## config.mk

```make
export PLATFORM = sky130hd
export DESIGN_NAME = pipeline_job_driver
export DESIGN_NICKNAME = d
export VERILOG_FILES = /design/src/rtl/pipeline_job_driver_pkg.sv /design/src/rtl/pipeline_job_driver_result_accumulator.sv /design/src/rtl/pipeline_job_driver.sv
export SDC_FILE = /design/constraint.sdc
export NUM_CORES = 1
export LEC_CHECK = 0
export ABC_AREA = 1
export CAP_MARGIN = 40
export CORE_AREA = 2 2 230 232
export CTS_BUF_LIST = sky130_fd_sc_hd__clkbuf_16
export DETAILED_ROUTE_END_ITERATION = 10
export DIE_AREA = 0 0 232 234
export PLACE_DENSITY = 0.75
export RECOVER_POWER = 100
export SLEW_MARGIN = 0
export SYNTH_ARGS = -nofsm -noshare
export SYNTH_HDL_FRONTEND = slang
export SYNTH_SLANG_ARGS = --single-unit
```

## constraint.sdc

```tcl
create_clock -name clock -period 5.4 [get_ports clock]
set_input_delay 1.08 -clock clock [delete_from_list [all_inputs] [get_ports clock]]
set_output_delay 1.08 -clock clock [all_outputs]
set_load 0.01 [all_outputs]
```

## src/rtl/pipeline_job_driver_pkg.sv

```systemverilog
// Shared definitions for the pipeline job driver: FSM encoding, bus widths
// and the split of the pipeline response word into its two result fields.
package pipeline_job_driver_pkg;

    typedef enum logic [2:0] {
        ST_IDLE     = 3'd0,
        ST_LOAD_TOP = 3'd1,
        ST_STREAM   = 3'd2,
        ST_DRAIN    = 3'd3,
        ST_DONE     = 3'd4
    } state_t;

    localparam int BOT_WIDTH          = 128;
    localparam int HALF_BOT_WIDTH     = 64;
    localparam int RESP_WIDTH         = 64;
    localparam int COUNT_WIDTH        = 32;
    localparam int SUM_FIELD_WIDTH    = 48;
    localparam int PCOEFF_FIELD_LSB   = 48;
    localparam int PCOEFF_FIELD_WIDTH = 16;

    // Low part of a response word: the partial summedData contribution.
    function automatic logic [SUM_FIELD_WIDTH-1:0] resp_sum_field(input logic [RESP_WIDTH-1:0] resp);
        return resp[SUM_FIELD_WIDTH-1:0];
    endfunction

    // High part of a response word: the partial pcoeffCount contribution.
    function automatic logic [PCOEFF_FIELD_WIDTH-1:0] resp_pcoeff_field(input logic [RESP_WIDTH-1:0] resp);
        return resp[PCOEFF_FIELD_LSB +: PCOEFF_FIELD_WIDTH];
    endfunction

endpackage

```

## src/rtl/pipeline_job_driver_result_accumulator.sv

```systemverilog
// Counts received pipeline responses and accumulates their two fields.
// Both accumulators wrap naturally at their register width.
module pipeline_job_driver_result_accumulator
    import pipeline_job_driver_pkg::*;
#(
    parameter int SUM_WIDTH    = 64,
    parameter int PCOEFF_WIDTH = 40
) (
    input  logic                    clock,
    input  logic                    resetn,
    input  logic                    clear,
    input  logic                    enable,
    input  logic [RESP_WIDTH-1:0]   resp,
    output logic [COUNT_WIDTH-1:0]  recv_count,
    output logic [SUM_WIDTH-1:0]    sum,
    output logic [PCOEFF_WIDTH-1:0] pcoeff
);

    logic [COUNT_WIDTH-1:0]  recv_count_r;
    logic [SUM_WIDTH-1:0]    sum_r;
    logic [PCOEFF_WIDTH-1:0] pcoeff_r;

    // Clear on reset or job start; otherwise add each absorbed response.
    always_ff @(posedge clock) begin
        if (!resetn || clear) begin
            recv_count_r <= {COUNT_WIDTH{1'b0}};
            sum_r        <= {SUM_WIDTH{1'b0}};
            pcoeff_r     <= {PCOEFF_WIDTH{1'b0}};
        end else if (enable) begin
            recv_count_r <= recv_count_r + {{(COUNT_WIDTH-1){1'b0}}, 1'b1};
            sum_r        <= sum_r + SUM_WIDTH'(resp_sum_field(resp));
            pcoeff_r     <= pcoeff_r + PCOEFF_WIDTH'(resp_pcoeff_field(resp));
        end else begin
            recv_count_r <= recv_count_r;
            sum_r        <= sum_r;
            pcoeff_r     <= pcoeff_r;
        end
    end

    assign recv_count = recv_count_r;
    assign sum        = sum_r;
    assign pcoeff     = pcoeff_r;

endmodule

```

## src/rtl/pipeline_job_driver.sv

```systemverilog
// Drives one job through a non-stalling compute pipeline: loads the top,
// streams the job's bots under pipeline back-pressure, drains the responses
// into the result accumulator and presents the final sums.
module pipeline_job_driver
    import pipeline_job_driver_pkg::*;
#(
    parameter int SUM_WIDTH    = 64,
    parameter int PCOEFF_WIDTH = 40
) (
    input  logic                      clock,
    input  logic                      resetn,
    input  logic                      jobValid,
    output logic                      jobReady,
    input  logic [BOT_WIDTH-1:0]      jobTop,
    input  logic [COUNT_WIDTH-1:0]    jobBotCount,
    input  logic                      botInValid,
    output logic                      botInReady,
    input  logic [BOT_WIDTH-1:0]      botIn,
    output logic                      startNewTop,
    output logic [HALF_BOT_WIDTH-1:0] botLower,
    output logic [HALF_BOT_WIDTH-1:0] botUpper,
    output logic                      ivalid,
    input  logic                      oready,
    input  logic                      ovalid,
    input  logic [RESP_WIDTH-1:0]     summedDataPcoeffCountOut,
    output logic                      resultValid,
    input  logic                      resultReady,
    output logic [SUM_WIDTH-1:0]      resultSum,
    output logic [PCOEFF_WIDTH-1:0]   resultPcoeff,
    output logic                      strayResult
);

    state_t                 state_r;
    state_t                 state_s;
    logic [BOT_WIDTH-1:0]   top_r;
    logic [COUNT_WIDTH-1:0] count_r;
    logic [COUNT_WIDTH-1:0] sent_r;
    logic                   stray_r;
    logic [COUNT_WIDTH-1:0] recv_count_s;
    logic [BOT_WIDTH-1:0]   bot_s;
    logic                   accept_s;
    logic                   xfer_s;
    logic                   acc_en_s;
    logic                   stray_set_s;

    // State register; reset abandons any job in flight.
    always_ff @(posedge clock) begin
        if (!resetn) begin
            state_r <= ST_IDLE;
        end else begin
            state_r <= state_s;
        end
    end

    // Job descriptor capture and count of bots issued to the pipeline.
    always_ff @(posedge clock) begin
        if (!resetn) begin
            top_r   <= {BOT_WIDTH{1'b0}};
            count_r <= {COUNT_WIDTH{1'b0}};
            sent_r  <= {COUNT_WIDTH{1'b0}};
        end else if (accept_s) begin
            top_r   <= jobTop;
            count_r <= jobBotCount;
            sent_r  <= {COUNT_WIDTH{1'b0}};
        end else if (xfer_s) begin
            sent_r  <= sent_r + {{(COUNT_WIDTH-1){1'b0}}, 1'b1};
        end else begin
            sent_r  <= sent_r;
        end
    end

    // Sticky flag for responses that do not belong to the current job.
    always_ff @(posedge clock) begin
        if (!resetn) begin
            stray_r <= 1'b0;
        end else if (stray_set_s) begin
            stray_r <= 1'b1;
        end else begin
            stray_r <= stray_r;
        end
    end

    // Next-state, handshake and pipeline-input decode.
    always_comb begin
        state_s     = state_r;
        jobReady    = 1'b0;
        startNewTop = 1'b0;
        ivalid      = 1'b0;
        botInReady  = 1'b0;
        resultValid = 1'b0;
        bot_s       = {BOT_WIDTH{1'b0}};
        accept_s    = 1'b0;
        xfer_s      = 1'b0;
        acc_en_s    = 1'b0;
        stray_set_s = 1'b0;
        case (state_r)
            ST_IDLE: begin
                jobReady    = 1'b1;
                stray_set_s = ovalid;
                if (jobValid) begin
                    accept_s = 1'b1;
                    state_s  = ST_LOAD_TOP;
                end else begin
                    state_s  = ST_IDLE;
                end
            end
            ST_LOAD_TOP: begin
                startNewTop = 1'b1;
                bot_s       = top_r;
                acc_en_s    = ovalid;
                if (count_r != {COUNT_WIDTH{1'b0}}) begin
                    state_s = ST_STREAM;
                end else begin
                    state_s = ST_DONE;
                end
            end
            ST_STREAM: begin
                // Only entered with sent_r < count_r, so ivalid cannot overshoot.
                botInReady  = oready;
                ivalid      = botInValid && oready;
                bot_s       = botIn;
                xfer_s      = ivalid;
                acc_en_s    = ovalid;
                stray_set_s = ovalid && (recv_count_s >= sent_r);
                if (xfer_s && ((sent_r + {{(COUNT_WIDTH-1){1'b0}}, 1'b1}) == count_r)) begin
                    state_s = ST_DRAIN;
                end else begin
                    state_s = ST_STREAM;
                end
            end
            ST_DRAIN: begin
                acc_en_s = ovalid;
                if (recv_count_s == count_r) begin
                    state_s = ST_DONE;
                end else begin
                    state_s = ST_DRAIN;
                end
            end
            ST_DONE: begin
                resultValid = 1'b1;
                stray_set_s = ovalid;
                if (resultReady) begin
                    state_s = ST_IDLE;
                end else begin
                    state_s = ST_DONE;
                end
            end
            default: begin
                state_s = ST_IDLE;
            end
        endcase
    end

    assign botUpper    = bot_s[BOT_WIDTH-1:HALF_BOT_WIDTH];
    assign botLower    = bot_s[HALF_BOT_WIDTH-1:0];
    assign strayResult = stray_r;

    pipeline_job_driver_result_accumulator #(
        .SUM_WIDTH   (SUM_WIDTH),
        .PCOEFF_WIDTH(PCOEFF_WIDTH)
    ) u_result_accumulator (
        .clock     (clock),
        .resetn    (resetn),
        .clear     (accept_s),
        .enable    (acc_en_s),
        .resp      (summedDataPcoeffCountOut),
        .recv_count(recv_count_s),
        .sum       (resultSum),
        .pcoeff    (resultPcoeff)
    );

endmodule

```

Yosys cells after proc, flatten, opt, wreduce, memory -nomap -nowiden
Cells that the tools add are included.
{"block": "totals", "regBits": 332, "elab_cells": 46, "input_bits": 359}
{"block": "op_classes", "eq_ne": 6, "order_cmp": 1, "bitwise_logic": 1, "n_mux": 16, "n_addsub": 4, "n_reduce_logical": 10}
{"op": "$pmux 128 s2", "count": 1}
{"op": "$add 32x1->32 const B", "count": 2}
{"op": "$add 64x48->64", "count": 1}
{"op": "$eq 32x32->1", "count": 2}
{"op": "$add 40x16->40", "count": 1}
{"op": "$ge 32x32->1", "count": 1}
{"op": "$reduce_bool 32->1", "count": 1}
{"op": "$pmux 3 s5", "count": 1}
{"op": "$mux 1", "count": 10}
{"op": "$mux 3", "count": 3}
{"op": "$eq 3x2->1 const B", "count": 2}
{"op": "$reduce_or 2->1", "count": 2}
{"op": "$eq 3x1->1 const B", "count": 1}
{"op": "$eq 3x3->1 const B", "count": 1}
{"op": "$logic_and 1x1->1", "count": 3}
{"op": "$logic_not 3->1", "count": 1}
{"op": "$reduce_or 3->1", "count": 1}
{"op": "$pmux 1 s2", "count": 1}
{"op": "$logic_not 1->1", "count": 1}
{"op": "$logic_or 1x1->1", "count": 1}
{"op": "$not 1->1", "count": 1}

Longest topological paths before layout
Gate-level depths: netlist of run 1.
{"block": "logic_depth", "depth_word": 5, "depth_mapped": 17, "ltp_nobuf": 17}

Modules after synthesis
From an unflattened synthesis of run 1, not the netlist that was laid out.
{"block": "unflattened", "hier_cells": 3651, "area_unflattened_um2": 22171.3}
{"module": "pipeline_job_driver_result_accumulator", "seq_area_each_um2": 2722.6, "n_inst": 1, "cells_per_inst": 1965, "area_each_um2": 11230.8}
{"module": "pipeline_job_driver", "seq_area_each_um2": 3923.8, "n_inst": 1, "cells_per_inst": 1686, "area_each_um2": 10940.5}

Worst setup path after synthesis of run 1
Ideal clock, no wire load.
{"block": "synth_path", "kind": "in2out", "start": "input port botInValid", "end": "output port ivalid", "arrival_time_ns": 1.801, "stages": 3, "setup_slack_ns": 2.519, "required_ns": 4.320, "path_buffers": 1, "path_cell_list": "nand2_1 nor2_1 clkbuf_1"}
{"block": "synth_between", "elab_chain_cells": 2}
{"item": "start, declared", "line_no": "pipeline_job_driver.sv:16", "rtl": "input logic botInValid,"}
{"item": "$logic_and 1x1->1", "line_no": "pipeline_job_driver.sv:120", "rtl": "ivalid = botInValid && oready;"}
{"item": "$mux 1", "line_no": "pipeline_job_driver.sv:96", "rtl": "case (state_r)"}
{"item": "end, declared", "line_no": "pipeline_job_driver.sv:22", "rtl": "output logic ivalid,"}
No other way between the ends.

Final worst setup path of run 1
{"block": "layout_path", "start": "input port jobValid", "end": "register u_result_accumulator.sum_r[39], in the netlist u_result_accumulator.sum[39]"}
{"block": "layout_between", "elab_chain_cells": 3}
{"item": "start, declared", "line_no": "pipeline_job_driver.sv:12", "rtl": "input logic jobValid,"}
{"item": "$mux 1", "line_no": "pipeline_job_driver.sv:100", "rtl": "if (jobValid) begin"}
{"item": "$mux 1", "line_no": "pipeline_job_driver.sv:96"}
{"item": "$logic_or 1x1->1", "line_no": "pipeline_job_driver_result_accumulator.sv:25", "rtl": "if (!resetn || clear) begin"}
{"item": "end signal, assigned", "line_no": "pipeline_job_driver_result_accumulator.sv:27", "rtl": "sum_r <= {SUM_WIDTH{1'b0}};"}
{"item": "end signal, assigned", "line_no": "pipeline_job_driver_result_accumulator.sv:31", "rtl": "sum_r <= sum_r + SUM_WIDTH'(resp_sum_field(resp));"}
{"item": "end signal, assigned", "line_no": "pipeline_job_driver_result_accumulator.sv:35", "rtl": "sum_r <= sum_r;"}
{"item": "end, declared", "line_no": "pipeline_job_driver_result_accumulator.sv:20", "rtl": "logic [SUM_WIDTH-1:0] sum_r;"}
No other way between the ends.
A chain may end at the register's enable or synchronous reset.

==> out/metrics.csv, run 1 <==
metric,value,unit
fin_crit_sh,90.0,%
worstReg2RegEnd,u_result_accumulator.recv_count[17],
r2r-start,state_r[1],
final_max_slew_viol_count,144,
io_buffer_count,596,
critical_path_class,primary input to register,
synth_top_area_cell,dfxtp_1,
clock_latency,570,ps
rows,84,
powerDensity,248,nW/um^2
fmax,0.206,GHz
antenna_found_initial,24,
wl,95400,microns
start_util,41.4,%
post-route-drc-count,0,
ctsResizeCount,0,
syn_nets,3894,
ff2ff_setup_slack,700,ps
fin_worst_skew,15.8,ps
yosys_warnings,0,
num_vias,25000,
top_layer_used,met5,
first_global_vias,23400,
multi_input_area,12500,sq um
crit_arrival,5350,ps
track_usage,34.2,%
seq_area_frac_synth,30.8,%
ir_worst_vdd,0.000197,V
hold_viol_final,0,
tns,0,ps
die_w,232,microns
cts_hold_buf,0,
dieHeight,234,microns
drtIter0Drc,2509,
antenna_left,0,
cp_max_fo,65,
drtPass1Iterations,6,
synthArstFlopShare,0,%
rsz0062_at_grt,no,
p_switching,2.28,mW
min_to,top_r[124],
postCtsSetupRepairBufs,0,
timing.final.crit_period,4860,ps
synth-edff-count,0,
hp-class,register to register,
grt_max_degree,254,
final_util,56.6,%
startpoint_type,primary input,
worstHoldStart,top_r[124],
vias_per_cell,5.32,
drive_gt1_share,3.08,%
setup_viol,0,
sw_frac_of_total,31.2,%
synth_seq_cells,332,
worst_pin_slew,2890,ps
grt_pass1_wl,141000,microns
internal_power,5.03,mW
synth_area_leaders,"dfxtp_1, nand2_1, o21ai_0",
violations,"capacitance limit, slew limit",
wl_met1,38900,microns
synth_common_cells,"nand2_1, inv_1, o21ai_0, a21oi_1, nor2_1",
regArea,6650,sq um
filler_cell_count,5155,
io_pins,597,
synth_ff_type,dfxtp_1,
synth_most_common_cell,nand2_1,
status,finished with violations,
max_slew_margin,-92.5,%
clockPowerShare,39.0,%
dieArea,54300,sq um
clk_path_buf_depth,3,
min_path_cells,2,
wire_per_inst,20.3,microns
pwr-share-comb,23.7,%
nets,4423,
core-area,52000,sq um
clkTransAtPathRegs,60,ps
hpwl,76700,microns
cts-buffers-inserted,41,
place_congestion,1.06,
dr_wl_met3,8090,microns
area_growth,36.7,%
cp-end-kind,register,
htree_levels,2,
syn_area_per_cell,6.27,sq um
synthesis.area,21600,sq um
cts_tree,built,
drv_cap,3,
power.share.sequential,37.3,%
wl_met2,43800,microns
yosys.area.top_type_share,30.8,%
required,5890,ps
netlist_instances,3435,
clockRootBuffer,clkbuf_16,
leakage,12.5,nW
cts_sinks,332,
grt_remaining_overflow,0,
worstRegToRegCells,9,
ys_types,47,
cells in the final DEF (no fill, tap or decap), drive strengths merged, types with 39 or more instances in the layout:
cell type,n
inv,514
nand2,739
xor2,39
dfxtp,332
clkdlybuf4s50,363
nor3,49
nor2,384
nand3,154
nand4,39
clkbuf,47
o21ai,459
ha,98
dlygate4sd3,232
a21oi,370
through the flow:
stage	power, mW	cell area, sq um	std cells	hold WS [ps]	setup slack [ps]
2_1_floorplan	3.64	21600	3435	425	2520
3_3_place_gp	4.51	28000	4607	434	1280
3_5_place_dp	4.52	28100	4609	439	1220
4_1_cts	7.37	29400	4682	448	590
5_1_grt	7.61	29400	4700	473	276
6_report	7.31	29500	4704	449	540
cell type report:
type	count	share of cell area [%]
antenna	22	0.187
timing repair buffer	610	20.8
inverter	505	6.44
sequential	332	22.6
clock inverter	31	1.02
multi-input combinational	2474	42.5
clock buffer	42	3.57
tap	688	2.92
critical path, stage by stage:
cell and delay, ps:
dlygate4sd3_1 540, nand2_1 1430, nand2_4 10, inv_1 1110, clkbuf_1 720, o21ai_0 220, a31oi_1 180
kinds of logic after synthesis:
| family | synth area share (%) |
|---|---|
| adders and majority gates | 5.88 |
| AOI/OAI and AO/OA | 21.5 |
| and+or+nand+nor | 27.5 |
| buffers and inverters | 11.0 |
| DFF | 30.8 |
| xor gates and xnor gates | 3.30 |
flip-flops by register name, summed over array words and instances (netlist names):
signal / count
state_r: 3
top_r: 128
u_result_accumulator.pcoeff: 40
count_r: 32
strayResult: 1
sent_r: 32
u_result_accumulator.recv_count: 32
u_result_accumulator.sum: 64
metal layers:
layer	track usage, %	up-vias
met4	16.5	4
met1	42.7	11400
li1	-	12300
met3	6.48	215
met2	56.7	1156
met5	0	-
power by group through the flow:
stage	clock [mW]	sequential (mW)	combinational, mW
after floorplan	0	2.75	0.892
after CTS	2.89	2.72	1.76
final	2.85	2.73	1.73
after global routing	2.98	2.74	1.89
after global placement	0	2.77	1.74
after detailed placement	0	2.78	1.74
worst max-delay path by stage:
stage | end | slack (ps) | startpoint | depth (start not counted)
2_1_floorplan | ivalid | 2520 | botInValid | 3
3_3_place_gp | u_result_accumulator.sum[48] | 1280 | summedDataPcoeffCountOut[0] | 16
3_5_place_dp | botUpper[7] | 1220 | state_r[0] | 7
4_1_cts | botUpper[7] | 590 | state_r[0] | 7
5_1_grt | u_result_accumulator.pcoeff[18] | 280 | jobValid | 7
6_report | u_result_accumulator.sum[39] | 540 | jobValid | 7
(Power assumes the default switching activity.)
==> inputs of run 2 (changes only) <==
--- a/config.mk
+++ b/config.mk
@@ -5,13 +5,12 @@
 export SDC_FILE = /design/constraint.sdc
 export NUM_CORES = 1
 export LEC_CHECK = 0
-export ABC_AREA = 1
 export CAP_MARGIN = 40
-export CORE_AREA = 2 2 230 232
+export CORE_AREA = 2 2 233 235
 export CTS_BUF_LIST = sky130_fd_sc_hd__clkbuf_16
 export DETAILED_ROUTE_END_ITERATION = 10
-export DIE_AREA = 0 0 232 234
-export PLACE_DENSITY = 0.75
+export DIE_AREA = 0 0 235 237
+export PLACE_DENSITY = 0.69
 export RECOVER_POWER = 100
 export SLEW_MARGIN = 0
 export SYNTH_ARGS = -nofsm -noshare
==> out/metrics.csv, run 2 <==
metric,value,unit
status,finished with violations,
violations,"capacitance limit, slew limit",
seq_area_frac_synth,33.9,%
timing.final.crit_period,4700,ps
area_growth,39.6,%
syn_nets,2947,
rows,85,
cp_max_fo,9,
ir_worst_vdd,0.000225,V
regMostFlops,top_r,
path_buf_inv,2,
drtIter0Drc,1266,
vias_per_cell,5.45,
clock_latency,590,ps
cp-end-kind,register,
cts_tree,built,
required,5910,ps
ctsResizeCount,0,
synth_compound_area_share,23.8,%
cp_slowest_stage_delay,610,ps
power,6.89,mW
startpoint_type,primary input,
io_buffer_count,596,
synth_mux_area_share,0.925,%
num_vias,20300,
hold_viol_final,0,
critical_path_class,primary input to register,
grt_remaining_overflow,0,
yosys_warnings,0,
synth-xor-area-share,8.71,%
worst_path_max_delay_cell,dlygate4sd3_1,
whs,465,ps
synth_common_cells,"nand2_1, dfxtp_1, a21boi_0, a21oi_1, clkbuf_1",
worstHoldStart,top_r[53],
crit_arrival,5200,ps
placed_cells,3641,
dieHeight,237,microns
worstRegToRegCells,8,
path_cells,dlygate4sd3_1 -> inv_1 -> fa_1 -> nand2b_1 -> a21oi_1 -> a211oi_1 -> nor4_1 -> o21ai_0 -> a21oi_1 -> o21a_1 -> o211ai_1 -> a2111oi_0 -> mux2i_1,
clkTransAtPathRegs,60,ps
grt_max_degree,161,
leakage,11.1,nW
antenna_found_initial,15,
ff2ff_setup_slack,1270,ps
die_w,235,microns
place_congestion,0.929,
finalWorstSetupSlack,702,ps
hpwl,60400,microns
synthArstFlopShare,0,%
r2r-start,state_r[0],
cts_sinks,332,
post-route-drc-count,0,
grt_pass1_wl,117000,microns
min_to,top_r[53],
final_util,51.4,%
post-place-ws,498,ps
rsz0062_at_grt,no,
dpl_cell_area,26100,sq um
tns,0,ps
syn_area_per_cell,7.88,sq um
min_path_cells,2,
critPathTopFamily,compound AO/OA/AOI/OAI gates,
htree_levels,2,
cts-buffers-inserted,42,
fmax,0.213,GHz
cp_common_cell,a21oi_1,
worstReg2RegEnd,u_result_accumulator.sum[47],
layout_commonest_cell,nand2_1,
max_slew_margin,-133,%
synth_area_leaders,"dfxtp_1, nand2_1, ha_1",
synth_fa_ha_area_share,6.46,%
final_max_slew_viol_count,381,
setup_viol,0,
largest_reg_flops,128,
first_global_vias,19500,
netlist_instances,2488,
start_util,36.8,%
drive_gt1_share,3.18,%
wl,78200,microns
ys_types,74,
synth_top_area_cell,dfxtp_1,
synth_ff_type,dfxtp_1,
clk_path_buf_depth,3,
track_usage,26.8,%
cp_num_cells,13,
cts_hold_buf,0,
drtPass1Iterations,5,
layout_common_cells,"nand2_1, clkdlybuf4s50_1, dfxtp_1",
core-area,53300,sq um
dieArea,55700,sq um
fin_crit_sh,87.0,%
worst_pin_slew,3490,ps
yosys.area.top_type_share,33.9,%
fin_worst_skew,23.3,ps
drv_cap,4,
antenna_left,0,
hp-class,register to register,
synth-simple-area-share,22.1,%
io_pins,597,
synth_most_common_cell,nand2_1,
clockRootBuffer,clkbuf_16,
synth_top_family_by_area,compound AO/OA/AOI/OAI gates,
fin_area,27400,sq um
postCtsSetupRepairBufs,0,
wire_per_inst,21.0,microns
nets,3448,
powerDensity,252,nW/um^2
layoutNonFillerInstCount,3723,
synth-edff-count,0,
synth_seq_cells,332,
synthesis.area,19600,sq um
[run 2: changes by cell type after synthesis, sizes merged, moves of 95 or more]
cell,delta
inv,-446
o21ai,-394
nor2,-243
a21oi,-223
nand2,-211
a21boi,+156
a22o,+128
nand3,-95
[run 2: worst register-to-register path, cell delays in order, from the launching register on]
cell	delay, ps
dfxtp_1	370
inv_1	150
nand2_1	110
or3_1	430
nand2_1	1310
clkbuf_1	1270
nor3_1	130
mux2i_1	210
nand2_1	60
[run 2: worst max path at each step]
stage,startpoint,endpoint
after detailed placement,summedDataPcoeffCountOut[0],u_result_accumulator.sum[58]
after CTS,state_r[2],botLower[31]
after global routing,jobValid,u_result_accumulator.sum[47]
after floorplan,summedDataPcoeffCountOut[0],u_result_accumulator.sum[58]
final,summedDataPcoeffCountOut[1],u_result_accumulator.sum[58]
after global placement,summedDataPcoeffCountOut[0],u_result_accumulator.sum[58]
[run 2: cell type report]
type,count,area [sq um]
multi-input combinational,1943,12100
timing repair buffer,612,6090
tap,696,871
clock buffer,42,1050
clock inverter,29,333
sequential,332,6650
fill,5092,25900
antenna,11,27.5
inverter,58,218
[run 2: where the power goes]
group	total [mW]	internal [mW]	switching, mW
Combinational	1.34	0.648	0.687
Clock	2.87	1.70	1.17
Sequential	2.68	2.56	0.121
[run 2: kinds of logic (layout without fill, tap and decap cells)]
kind of cell,Yosys count,in the layout
buffers and inverters,213,741
adders and majority gates,100,100
and+or+nand+nor,971,971
xor gates and xnor gates,195,195
DFF,332,332
other,0,11
AOI/OAI and AO/OA,659,659
muxes,18,18
[run 2: per-layer routing]
layer / vias to the layer above / routed length [microns] / GRT usage (%)
met2: 737 / 36800 / 43.9
li1: 9754 / - / -
met5: - / 13 / 0
met1: 9670 / 34100 / 35.5
met3: 132 / 4820 / 4.14
met4: 2 / 2490 / 9.84
